$ cat config.mk
export PLATFORM = sky130hd
export DESIGN_NAME = eth_mdio_ctrl_flat
export DESIGN_NICKNAME = d
export VERILOG_FILES = /design/src/rtl/eth_mdio_ctrl_if.sv /design/src/rtl/eth_mdio_ctrl.sv /design/src/flat_wrapper.sv
export SDC_FILE = /design/constraint.sdc
export NUM_CORES = 1
export LEC_CHECK = 0
export BUFFER_PORTS_ARGS = -buffer_cell sky130_fd_sc_hd__buf_2
export CORE_ASPECT_RATIO = 0.7
export CORE_MARGIN = 3
export CORE_UTILIZATION = 30
export CTS_BUF_LIST = sky130_fd_sc_hd__clkbuf_8
export DETAILED_ROUTE_END_ITERATION = 10
export PLACE_DENSITY = 0.54
export SKIP_LAST_GASP = 1
export SLEW_MARGIN = 25
export SYNTH_ARGS = -nofsm -noshare
export SYNTH_HDL_FRONTEND = slang
export SYNTH_SLANG_ARGS = --single-unit
$ cat constraint.sdc
create_clock -name CLK100MHZ -period 2.4 [get_ports CLK100MHZ]
set_input_delay 0.36 -clock CLK100MHZ [delete_from_list [all_inputs] [get_ports CLK100MHZ]]
set_output_delay 0.36 -clock CLK100MHZ [all_outputs]
set_load 0.05 [all_outputs]
$ cat src/rtl/eth_mdio_ctrl_if.sv
// Command bus between internal requesters and the MDIO management master.
//   master : requester side   (drives req/cmd_*, sees ready/done/rdata/rd_err)
//   slave  : controller side  (eth_mdio_ctrl)
// req is accepted on a cycle where req && ready; cmd_* only need to be valid then.
interface eth_mdio_ctrl_if;
  logic        req;
  logic        cmd_we;
  logic [4:0]  cmd_phy;
  logic [4:0]  cmd_reg;
  logic [15:0] cmd_wdata;
  logic        ready;
  logic        done;
  logic [15:0] rdata;
  logic        rd_err;

  modport master (
    output req, cmd_we, cmd_phy, cmd_reg, cmd_wdata,
    input  ready, done, rdata, rd_err
  );

  modport slave (
    input  req, cmd_we, cmd_phy, cmd_reg, cmd_wdata,
    output ready, done, rdata, rd_err
  );
endinterface

$ cat src/rtl/eth_mdio_ctrl.sv
// Clause-22 MDIO management master for the board PHY (100 MHz system domain).
// Serialises one 64-bit frame per command (32x preamble, ST, OP, PHYAD, REGAD,
// TA, 16 data bits) on mdc/mdio and returns read data with a one-cycle done.
//
// Ports:
//   CLK100MHZ  system clock, all logic on its rising edge
//   RST        synchronous reset, active high; aborts any transaction
//   bus        command handshake (eth_mdio_ctrl_if.slave)
//   mdc        management clock, 100 MHz / (2*MDC_HALF)
//   mdio_o     MDIO output value    } to the eth_mdio IOBUF
//   mdio_oe    MDIO output enable   }
//   mdio_i     MDIO input           }
//
// Build option ETH_MDIO_INIT_WRITE_EN: after reset the controller issues one
// write of INIT_DATA to INIT_PHY/INIT_REG before becoming ready.
module eth_mdio_ctrl #(
  parameter int unsigned MDC_HALF  = 20,
  parameter logic [4:0]  INIT_PHY  = 5'd1,
  parameter logic [4:0]  INIT_REG  = 5'd0,
  parameter logic [15:0] INIT_DATA = 16'h2100
) (
  input  logic          CLK100MHZ,
  input  logic          RST,
  eth_mdio_ctrl_if.slave bus,
  output logic          mdc,
  output logic          mdio_o,
  output logic          mdio_oe,
  input  logic          mdio_i
);
  localparam int CW = $clog2(MDC_HALF);

`ifdef ETH_MDIO_INIT_WRITE_EN
  typedef enum logic [1:0] {S_IDLE, S_SHIFT, S_DONE, S_INIT} state_t;
  localparam state_t RST_STATE = S_INIT;
`else
  typedef enum logic [1:0] {S_IDLE, S_SHIFT, S_DONE} state_t;
  localparam state_t RST_STATE = S_IDLE;
  // Boot-write parameters have no consumer in this build.
  logic unused_init_cfg;
  assign unused_init_cfg = ^{INIT_PHY, INIT_REG, INIT_DATA};
`endif

  state_t        state, state_n;
  logic [CW-1:0] cnt;
  logic [5:0]    bit_idx;
  logic [63:0]   sh;        // bits still to send, next one at [63]
  logic          we_q, ta_q, rd_err_q;
  logic [15:0]   rsh, rdata_q;
  logic          load, tc, rise, fall, last;
  logic          ld_we;
  logic [4:0]    ld_phy, ld_reg;
  logic [15:0]   ld_wdata;
  logic [63:0]   frame;

  assign tc   = (cnt == CW'(MDC_HALF - 1));
  assign rise = (state == S_SHIFT) && tc && !mdc;
  assign fall = (state == S_SHIFT) && tc &&  mdc;
  assign last = fall && (bit_idx == 6'd63);

  assign bus.ready  = (state == S_IDLE);
  assign bus.done   = (state == S_DONE);
  assign bus.rdata  = rdata_q;
  assign bus.rd_err = rd_err_q;

  always_ff @(posedge CLK100MHZ) begin
    if (RST) state <= RST_STATE;
    else     state <= state_n;
  end

  always_comb begin
    state_n  = state;
    load     = 1'b0;
    ld_we    = bus.cmd_we;
    ld_phy   = bus.cmd_phy;
    ld_reg   = bus.cmd_reg;
    ld_wdata = bus.cmd_wdata;
    case (state)
      S_IDLE:  if (bus.req) begin load = 1'b1; state_n = S_SHIFT; end
      S_SHIFT: if (last) state_n = S_DONE;
      S_DONE:  state_n = S_IDLE;
`ifdef ETH_MDIO_INIT_WRITE_EN
      S_INIT: begin
        load     = 1'b1;
        ld_we    = 1'b1;
        ld_phy   = INIT_PHY;
        ld_reg   = INIT_REG;
        ld_wdata = INIT_DATA;
        state_n  = S_SHIFT;
      end
`endif
      default: state_n = S_IDLE;
    endcase
  end

  // Read frames carry 1s where the PHY owns the line; mdio_oe is low there anyway.
  assign frame = {32'hFFFF_FFFF, 2'b01, (ld_we ? 2'b01 : 2'b10), ld_phy, ld_reg,
                  (ld_we ? 2'b10 : 2'b11), (ld_we ? ld_wdata : 16'hFFFF)};

  always_ff @(posedge CLK100MHZ) begin
    if (RST) begin
      cnt      <= '0;
      bit_idx  <= '0;
      sh       <= '1;
      we_q     <= 1'b0;
      ta_q     <= 1'b1;
      rsh      <= '0;
      rdata_q  <= '0;
      rd_err_q <= 1'b0;
      mdc      <= 1'b0;
      mdio_o   <= 1'b1;
      mdio_oe  <= 1'b0;
    end else if (load) begin
      cnt      <= '0;
      bit_idx  <= '0;
      mdc      <= 1'b0;
      we_q     <= ld_we;
      sh       <= {frame[62:0], 1'b1};
      mdio_o   <= frame[63];
      mdio_oe  <= 1'b1;
      rd_err_q <= 1'b0;
    end else if (state == S_SHIFT) begin
      cnt <= tc ? '0 : cnt + CW'(1);
      if (tc) mdc <= ~mdc;
      // PHY-driven bits are captured on the mdc rising edge.
      if (rise && !we_q) begin
        if (bit_idx == 6'd47) ta_q <= mdio_i;
        if (bit_idx >= 6'd48) rsh  <= {rsh[14:0], mdio_i};
      end
      // Next bit goes out on the mdc falling edge.
      if (fall) begin
        if (last) begin
          mdio_o  <= 1'b1;
          mdio_oe <= 1'b0;
          // Publish read results only at completion so rdata stays stable.
          if (!we_q) begin
            rdata_q  <= rsh;
            rd_err_q <= ta_q;
          end
        end else begin
          bit_idx <= bit_idx + 6'd1;
          mdio_o  <= sh[63];
          sh      <= {sh[62:0], 1'b1};
          // Release the line for TA and data on reads.
          if (!we_q && bit_idx == 6'd45) mdio_oe <= 1'b0;
        end
      end
    end
  end
endmodule

$ cat src/flat_wrapper.sv
// flat-port wrapper written by rule: the top's interface ports become plain ports
module eth_mdio_ctrl_flat 
#(
  parameter int unsigned MDC_HALF  = 20,
  parameter logic [4:0]  INIT_PHY  = 5'd1,
  parameter logic [4:0]  INIT_REG  = 5'd0,
  parameter logic [15:0] INIT_DATA = 16'h2100
)
  (CLK100MHZ, RST, mdc, mdio_o, mdio_oe, mdio_i, bus_req, bus_cmd_we, bus_cmd_phy, bus_cmd_reg, bus_cmd_wdata, bus_ready, bus_done, bus_rdata, bus_rd_err);
  eth_mdio_ctrl_if bus_i ();
  input  logic CLK100MHZ;
  input  logic RST;
  output logic mdc;
  output logic mdio_o;
  output logic mdio_oe;
  input  logic mdio_i;
  input wire logic [$bits(bus_i.req)-1:0] bus_req;
  input wire logic [$bits(bus_i.cmd_we)-1:0] bus_cmd_we;
  input wire logic [$bits(bus_i.cmd_phy)-1:0] bus_cmd_phy;
  input wire logic [$bits(bus_i.cmd_reg)-1:0] bus_cmd_reg;
  input wire logic [$bits(bus_i.cmd_wdata)-1:0] bus_cmd_wdata;
  output wire logic [$bits(bus_i.ready)-1:0] bus_ready;
  output wire logic [$bits(bus_i.done)-1:0] bus_done;
  output wire logic [$bits(bus_i.rdata)-1:0] bus_rdata;
  output wire logic [$bits(bus_i.rd_err)-1:0] bus_rd_err;
  assign bus_i.req = bus_req;
  assign bus_i.cmd_we = bus_cmd_we;
  assign bus_i.cmd_phy = bus_cmd_phy;
  assign bus_i.cmd_reg = bus_cmd_reg;
  assign bus_i.cmd_wdata = bus_cmd_wdata;
  assign bus_ready = bus_i.ready;
  assign bus_done = bus_i.done;
  assign bus_rdata = bus_i.rdata;
  assign bus_rd_err = bus_i.rd_err;
  eth_mdio_ctrl #(.MDC_HALF(MDC_HALF), .INIT_PHY(INIT_PHY), .INIT_REG(INIT_REG), .INIT_DATA(INIT_DATA)) u_core (.CLK100MHZ(CLK100MHZ), .RST(RST), .bus(bus_i), .mdc(mdc), .mdio_o(mdio_o), .mdio_oe(mdio_oe), .mdio_i(mdio_i));
endmodule
Word-level counts from Yosys, hierarchy flattened
Index checks and enable logic that the tools add are counted.
{ "op_classes": {"n_addsub": 2, "magnitude_cmp": 1, "n_eq_ne": 9, "mux": 19, "bitwise_logic": 4, "n_reduce_logical": 23} }
{ "ops": {"columns": ["cell", "count"], "rows": [
  ["two-way mux 33 bit", 4],
  ["== test 6 bit (second input constant)", 3],
  ["two-way mux 16 bit", 1],
  ["AND reduction 4 bit", 3],
  ["two-way mux 1 bit", 9],
  ["AND reduction 3 bit", 3],
  ["adder 6 x 1 -> 6 bit (second input constant)", 1],
  [">= comparator 6 bit (second input constant)", 1],
  ["logical AND 1 bit", 6],
  ["two-way mux 2 bit", 3],
  ["AND reduction 2 bit", 3],
  ["adder 5 x 1 -> 5 bit (second input constant)", 1],
  ["== test 5 bit (second input constant)", 1],
  ["two-way mux 5 bit", 1],
  ["AND reduction 5 bit", 1],
  ["!= test 2 x 1 -> 1 bit (second input constant)", 2],
  ["NOT 1 bit", 4],
  ["case mux 2 bit (2 select lines)", 1],
  ["nonzero test 2 bit", 2],
  ["nonzero test 3 bit", 1],
  ["== test 2 x 1 -> 1 bit (second input constant)", 1],
  ["== test 2 bit (second input constant)", 1],
  ["zero test 1 bit", 2],
  ["zero test 2 bit", 1],
  ["other kinds (2)", 2]
]} }
{ "word_totals": {"reg_bits": 114, "input_bits": 31, "output_inout_bits": 22, "word_cells": 71} }

Logic depth before layout (Yosys ltp)
Gate-level depths: netlist of the first run.
{ "logic_depth": {"depth_word": 8, "mapped_depth": 7, "depth_no_buf": 5} }

Worst setup path before layout of the first run
No wires, ideal clock.
{ "synth_path": {"kind": "reg2reg", "from": "register u_core.mdc", "to": "register u_core.bit_idx[3]", "setup_time_ns": 0.066, "t_arrival_ns": 1.851, "required_time_ns": 2.334, "setup_slack_ns": 0.483, "path_stages_with_launch": 6, "n_path_buf": 1, "synth_period_minus_slack_ns": 1.917, "path_cell_list": "dfxtp_1 > and4bb_1 > nand3_4 > buf_6 > or4_4 > a21oi_2"} }
{ "synth_between": {"elab_chain_len": 4} }
{ "synth_rtl": {"columns": ["item", "line", "rtl"], "rows": [
  ["start, declared", "eth_mdio_ctrl.sv:25", "output logic mdc,"],
  ["start signal, assigned", "eth_mdio_ctrl.sv:123", "if (tc) mdc <= ~mdc;"],
  ["logical AND 1 bit *", "eth_mdio_ctrl.sv:57", "assign fall = (state == S_SHIFT) && tc && mdc;"],
  ["logical AND 1 bit", "eth_mdio_ctrl.sv:58", "assign last = fall && (bit_idx == 6'd63);"],
  ["NOT 1 bit (no line)", null, null],
  ["AND reduction 3 bit (no line) *", null, null],
  ["end signal, assigned", "eth_mdio_ctrl.sv:140", "bit_idx <= bit_idx + 6'd1;"],
  ["end, declared", "eth_mdio_ctrl.sv:45", "logic [5:0] bit_idx;"]
]} }
Every way passes the cells marked *; elsewhere a longest branch is shown, timed or not.
A chain may end at the register's enable or synchronous reset.

Worst setup path in the final report of the first run
{ "layout_path": {"from": "register u_core.bit_idx[0]", "to": "register u_core.rdata_q[13], in the netlist u_core.bus.rdata[13]"} }
{ "layout_between": {"elab_chain_len": 3} }
{ "layout_rtl": {"columns": ["item", "line", "rtl"], "rows": [
  ["== test 6 bit", "eth_mdio_ctrl.sv:58", null],
  ["logical AND 1 bit", "eth_mdio_ctrl.sv:58", null],
  ["AND reduction 5 bit (no line)", null, null],
  ["end signal, assigned", "eth_mdio_ctrl.sv:136", "rdata_q <= rsh;"],
  ["end, declared", "eth_mdio_ctrl.sv:48", "logic [15:0] rsh, rdata_q;"]
]} }
Every way passes these cells.

==> impl_metrics.json, run 1 <==
{
  "cp_data_required_time_ns": 2.75,
  "slew_headroom_pct": 71.1,
  "gp_congestion": 0.731,
  "hold_path.class": "input pin to flip-flop",
  "syn_inst": 501,
  "worstSetupEndpointType": "flip-flop",
  "worstMarginPinSlew_ns": 0.433,
  "syn-num-nets": 535,
  "power_w": 0.00431,
  "rsz0062_at_grt": "no",
  "core_area_um2": 15000,
  "dr.pass1.iters": 5,
  "cp_slowest_stage_delay_ns": 0.43,
  "cp-start-kind": "flip-flop",
  "grt_pass1_wl_mm": 18.8,
  "clk_latency_ns": 0.43,
  "dieHeight_um": 111,
  "syn-cell-area_um2": 4690,
  "cts_hold_buffers": 0,
  "synth_xor_area_share_pct": 0.747,
  "dp_hpwl_mm": 7.31,
  "finalHoldViolations": 0,
  "clkSinkCount": 114,
  "synth_edf_count": 0,
  "clock_path_buffers": 2,
  "port_buffers": 52,
  "synth_top_area_cell": "dfxtp_1",
  "tritoncts": "yes",
  "grt_pass1_vias": 3634,
  "period_needed_ns": 2.13,
  "syn_to_final_growth_pct": 20.2,
  "powerDensity_nw_per_um2": 765,
  "synth.area.top_cells": "dfxtp_1 (49%), nand3_1 (8.9%), mux2i_1 (7.0%)",
  "drive_above_1_share_pct": 20.2,
  "pin_count": 53,
  "synth-adder-area-share_pct": 0.800,
  "synth_compound_area_share_pct": 15.8,
  "synth_cell_types": 53,
  "cts-resized-gates": 0,
  "synth_top_family_by_area": "simple AND/OR/NAND/NOR gates",
  "ir_drop_v": 0.000361,
  "routed_via_density": 5.03,
  "timing.hold.ws_ns": 0.159,
  "ys_ff_latch": 114,
  "antenna_found_initial": 0,
  "synth_mux_area_share_pct": 7.04,
  "synthFlopType": "dfxtp_1",
  "synth_seq_area_share_pct": 48.7,
  "path_clk_slew_ns": 0.07,
  "num_rows": 37,
  "post_cts_buffers": 0,
  "status": "completed",
  "final.setup.tns_ns": 0,
  "async_reset_ff_share_pct": 0,
  "final_area_um2": 5640,
  "drc": 0,
  "cts-buffers-inserted": 17,
  "cts-htree-levels": 4,
  "die_width_um": 155,
  "max_freq_ghz": 0.470,
  "maxCapViolCount": 0,
  "synth_most_common_cell": "dfxtp_1",
  "nNetsFinal": 580,
  "vias": 3789,
  "grt_usage_pct": 13.4,
  "netlist_top_cells_count": "dfxtp_1 (114), nand3_1 (83), o21ai_0 (37)",
  "cp.arrival_ns": 2.48,
  "fin_skew_ns": 0.00815,
  "wl_per_cell_um": 14.8,
  "grt_max_degree": 37,
  "n_fill_cell": 1542,
  "finalSetupViolations": 0,
  "synth_area_per_cell_um2": 9.36,
  "start_util_pct": 31.3,
  "synth_top_area_share_pct": 48.7,
  "dpl-instance-area_um2": 5160,
  "slew_violations": 0,
  "slowest_stage": "dfxtp_1",
  "final_cell_count_no_fill": 754,
  "yosys.area_share.simple_pct": 22.0,
  "critPathKind": "flip-flop to flip-flop",
  "wl_mm": 11.2,
  "n_antenna_cell": 0,
  "cts_root_buffer": "clkbuf_8",
  "p_leak_nw": 2.11,
  "ant_nets": 0,
  "ys_warn_count": 0,
  "dieArea_um2": 17200,
  "post-route-period-util_pct": 88.7,
  "drtIter0Drc": 202,
  "placed_cells": 722,
  "worstPathCellList": "ha_1 -> and3_1 -> nand3_2 -> nor3_4 -> buf_4 -> mux2i_1",
  "critPathMaxFanout": 19,
  "grt-ovfl-total": 0
}
routing by layer:
layer	up-vias	wire (um)	GRT usage [%]
li1	1903	-	-
met1	1781	5610	19.8
met2	95	4720	18.1
met3	10	641	3.96
met4	0	185	5.01
met5	-	0	0
path summary, 6_finish.rpt:
| check | slack, ns | startpoint | to | depth (start not counted) |
|---|---|---|---|---|
| worst min register to register | 0.47 | u_core.sh[52]$_SDFFE_PP1P_ | u_core.sh[53]$_SDFFE_PP1P_ | 2 |
| worst max register to register | 0.27 | u_core.bit_idx[0]$_SDFFE_PP0P_ | u_core.bus.rdata[13]$_SDFFE_PP0P_ | 6 |
| worst min-delay path | 0.16 | bus_cmd_wdata[8] | u_core.sh[9]$_SDFFE_PP1P_ | 3 |
| worst max-delay path | 0.27 | u_core.bit_idx[0]$_SDFFE_PP0P_ | u_core.bus.rdata[13]$_SDFFE_PP0P_ | 6 |
critical path: cells and delay by family (launching register included):
family | cells | cell delay, ns
AND/OR/NAND/NOR | 3 | 0.82
flip-flops | 1 | 0.43
buffers and inverters | 1 | 0.31
adder cells (fa/ha/maj) | 1 | 0.24
multiplexers | 1 | 0.24
sequential cells by signal, summed over array words and instances, names as in the netlist:
| register | flops |
|---|---|
| u_core.bit_idx | 6 |
| u_core.ta_q | 1 |
| u_core.mdio_o | 1 |
| u_core.sh | 63 |
| u_core.cnt | 5 |
| u_core.mdc | 1 |
| u_core.state | 2 |
| u_core.bus.rdata | 16 |
| u_core.we_q | 1 |
| u_core.rsh | 16 |
| u_core.bus.rd_err | 1 |
| u_core.mdio_oe | 1 |
area by class of cell:
cell class	count	area [um^2]	area share [%]
Inverter	3	11.3	0.200
Multi-Input combinational cell	339	2200	39.0
Clock buffer	17	234	4.15
Sequential cell	114	2280	40.5
Timing Repair Buffer	71	428	7.59
Clock inverter	15	241	4.28
Tap cell	195	244	4.33
cells by family (layout without fill, tap and decap cells):
group | count (synthesis) | in the layout
and+or+nand+nor | 186 | 186
DFF | 114 | 114
AOI/OAI and AO/OA | 113 | 113
buffers and inverters | 48 | 106
muxes | 33 | 33
xor gates and xnor gates | 4 | 4
adders and majority gates | 3 | 3
cells in the final DEF (no fill, tap or decap), drive strengths merged, types with 5 or more instances in the layout:
master | synthesis | layout
nor3 | 5 | 5
mux2i | 33 | 33
bufinv | 0 | 6
buf | 22 | 71
a221o | 11 | 11
clkbuf | 23 | 17
o211ai | 15 | 15
nand2b | 31 | 31
nor2 | 14 | 14
inv | 3 | 5
nand2 | 20 | 20
o21ai | 37 | 37
dfxtp | 114 | 114
a21o | 11 | 11
nand3 | 84 | 84
and3 | 5 | 5
a21oi | 24 | 24
power by group:
group / switching (W) / internal (W) / leakage, nW
Combinational: 0.000113 / 0.0000895 / 0.952
Sequential: 0.0000266 / 0.00193 / 0.927
Clock: 0.000816 / 0.00133 / 0.234
stage by stage:
stage / utilization (%) / worst slack, ns
after global placement: 34.4 / 0.409
after detailed placement: 34.4 / 0.316
final: 37.6 / 0.271
after CTS: 37.6 / 0.279
after global routing: 37.6 / 0.157
after floorplan: - / 0.483
Power figures use the tool's default switching activity.
==> inputs of run 2 (changes only) <==
Settings changed: CORE_ASPECT_RATIO 0.7 to unset.
==> impl_metrics.json, run 2 (same netlist as run 1, synthesis figures left out) <==
{
  "syn_to_final_growth_pct": 17.5,
  "post_cts_buffers": 0,
  "grt_pass1_wl_mm": 17.7,
  "n_fill_cell": 1579,
  "critPathKind": "flip-flop to flip-flop",
  "hold_path_end": "u_core.sh[9]$_SDFFE_PP1P_",
  "maxCapViolCount": 0,
  "rsz0062_at_grt": "no",
  "dieHeight_um": 131,
  "hold_path.class": "input pin to flip-flop",
  "cts_root_buffer": "clkbuf_8",
  "worstPathCellList": "ha_1 -> nand3b_1 -> and2b_1 -> a21oi_1 -> a221o_1",
  "grt_pass1_vias": 3517,
  "met2WireLength_mm": 4.39,
  "final_cell_mix": "dfxtp_1 (114), nand3_1 (82), buf_2 (52), o21ai_0 (37), mux2i_1 (33)",
  "drc": 0,
  "p_leak_nw": 2.04,
  "period_needed_ns": 2.16,
  "cts-htree-levels": 4,
  "dieArea_um2": 17200,
  "worstMarginPinSlew_ns": 0.912,
  "ant_nets": 0,
  "cts_hold_buffers": 0,
  "wl_per_cell_um": 13.7,
  "dr.pass1.iters": 4,
  "port_buffers": 52,
  "clk_latency_ns": 0.43,
  "slew_headroom_pct": 39.2,
  "final.setup.tns_ns": 0,
  "reg2reg_depth": 5,
  "die_width_um": 131,
  "path_clk_slew_ns": 0.07,
  "tritoncts": "yes",
  "grt_max_degree": 57,
  "largest_reg_flops": 63,
  "top_layer_used": "met4",
  "cts-buffers-inserted": 17,
  "cp_slowest_stage_delay_ns": 0.74,
  "ir_drop_v": 0.000335,
  "clkSinkCount": 114,
  "placed_cells": 735,
  "powerDensity_nw_per_um2": 673,
  "regMostFlops": "u_core.sh",
  "status": "completed",
  "cts-resized-gates": 0,
  "routed_via_density": 4.93,
  "cp.arrival_ns": 2.54,
  "nNetsFinal": 577,
  "r2r_start": "u_core.cnt[0]$_SDFFE_PP0P_",
  "wl_mm": 10.5,
  "finalHoldViolations": 0,
  "post-route-period-util_pct": 90.2,
  "n_antenna_cell": 0,
  "drt-met1-wl_mm": 5.44,
  "core_area_um2": 15300,
  "grt-ovfl-total": 0,
  "final_cell_count_no_fill": 767,
  "slew_violations": 0,
  "drtIter0Drc": 224,
  "timing.rr.end": "u_core.sh[20]$_SDFFE_PP1P_",
  "finalSetupViolations": 0,
  "vias": 3785,
  "drive_above_1_share_pct": 20.0,
  "wl_met3_um": 496,
  "num_rows": 45,
  "clock_path_buffers": 2,
  "pin_count": 53,
  "cp-start-kind": "flip-flop",
  "slowest_stage": "a21oi_1",
  "hp-start": "bus_cmd_wdata[8]",
  "critPathMaxFanout": 11,
  "worstSetupEndpointType": "flip-flop",
  "cp.buffers_inverters": 0,
  "antenna_found_initial": 0,
  "cp_data_required_time_ns": 2.78,
  "gp_congestion": 0.724,
  "max_freq_ghz": 0.462,
  "start_util_pct": 30.7,
  "layout_commonest_cell": "dfxtp_1",
  "grt_usage_pct": 12.9,
  "regToRegSetupSlack_ns": 0.24,
  "cpLargestDelayFamily": "compound AO/OA/AOI/OAI gates",
  "dp_hpwl_mm": 6.62,
  "min_path_cells": 3,
  "fin_skew_ns": 0.0124
}
==> run 2: how the worst max path moves through the flow <==
stage	startpoint	end	slack (ns)	cells after the start
2_1_floorplan	u_core.mdc$_SDFFE_PP0N_	u_core.bit_idx[3]$_SDFFE_PP0P_	0.48	5
3_5_place_dp	u_core.cnt[0]$_SDFFE_PP0P_	u_core.sh[19]$_SDFFE_PP1P_	0.28	5
3_3_place_gp	u_core.cnt[0]$_SDFFE_PP0P_	u_core.sh[19]$_SDFFE_PP1P_	0.33	5
5_1_grt	u_core.cnt[0]$_SDFFE_PP0P_	u_core.sh[19]$_SDFFE_PP1P_	0.06	5
4_1_cts	u_core.cnt[0]$_SDFFE_PP0P_	u_core.sh[19]$_SDFFE_PP1P_	0.25	5
6_report	u_core.cnt[0]$_SDFFE_PP0P_	u_core.sh[20]$_SDFFE_PP1P_	0.24	5
==> run 2: worst register-to-register path, stage by stage (launching register included) <==
cell and delay, ns:
dfxtp_1 0.34, ha_1 0.25, nand3b_1 0.24, and2b_1 0.27, a21oi_1 0.74, a221o_1 0.28
==> run 2: per-layer routing <==
layer  GRT usage (%)  vias up
li1                -     1894
met1            18.8     1818
met2            18.0       63
met3            3.86       10
met4            4.72        0
met5               0        -
==> run 2: per-stage QoR <==
step / cell area [um^2] / total power [W] / setup slack [ns] / utilization, % / hold WS, ns
after floorplan: 4690 / 0.00212 / 0.483 / - / 0.437
after global placement: 5160 / 0.00219 / 0.332 / 33.8 / 0.456
after detailed placement: 5160 / 0.00220 / 0.280 / 33.8 / 0.459
after CTS: 5510 / 0.00377 / 0.249 / 36.1 / 0.125
after global routing: 5510 / 0.00388 / 0.0612 / 36.1 / 0.134
final: 5510 / 0.00371 / 0.235 / 36.1 / 0.156
==> run 2: where the power goes <==
| part | total [W] | switching (W) | internal (W) |
|---|---|---|---|
| sequential | 0.00196 | 0.0000260 | 0.00193 |
| clock | 0.00155 | 0.000838 | 0.000716 |
| combinational | 0.000197 | 0.000111 | 0.0000866 |
| total | 0.00371 | 0.000974 | 0.00273 |
==> run 2: layout make-up <==
class | instances | area [um^2] | share of cell area (%)
sequential | 114 | 2280 | 41.4
multi-input combinational | 339 | 2200 | 39.9
clock buffer | 17 | 234 | 4.25
clock inverter | 15 | 115 | 2.09
timing repair buffer | 68 | 405 | 7.36
tap | 211 | 264 | 4.79
inverter | 3 | 11.3 | 0.204
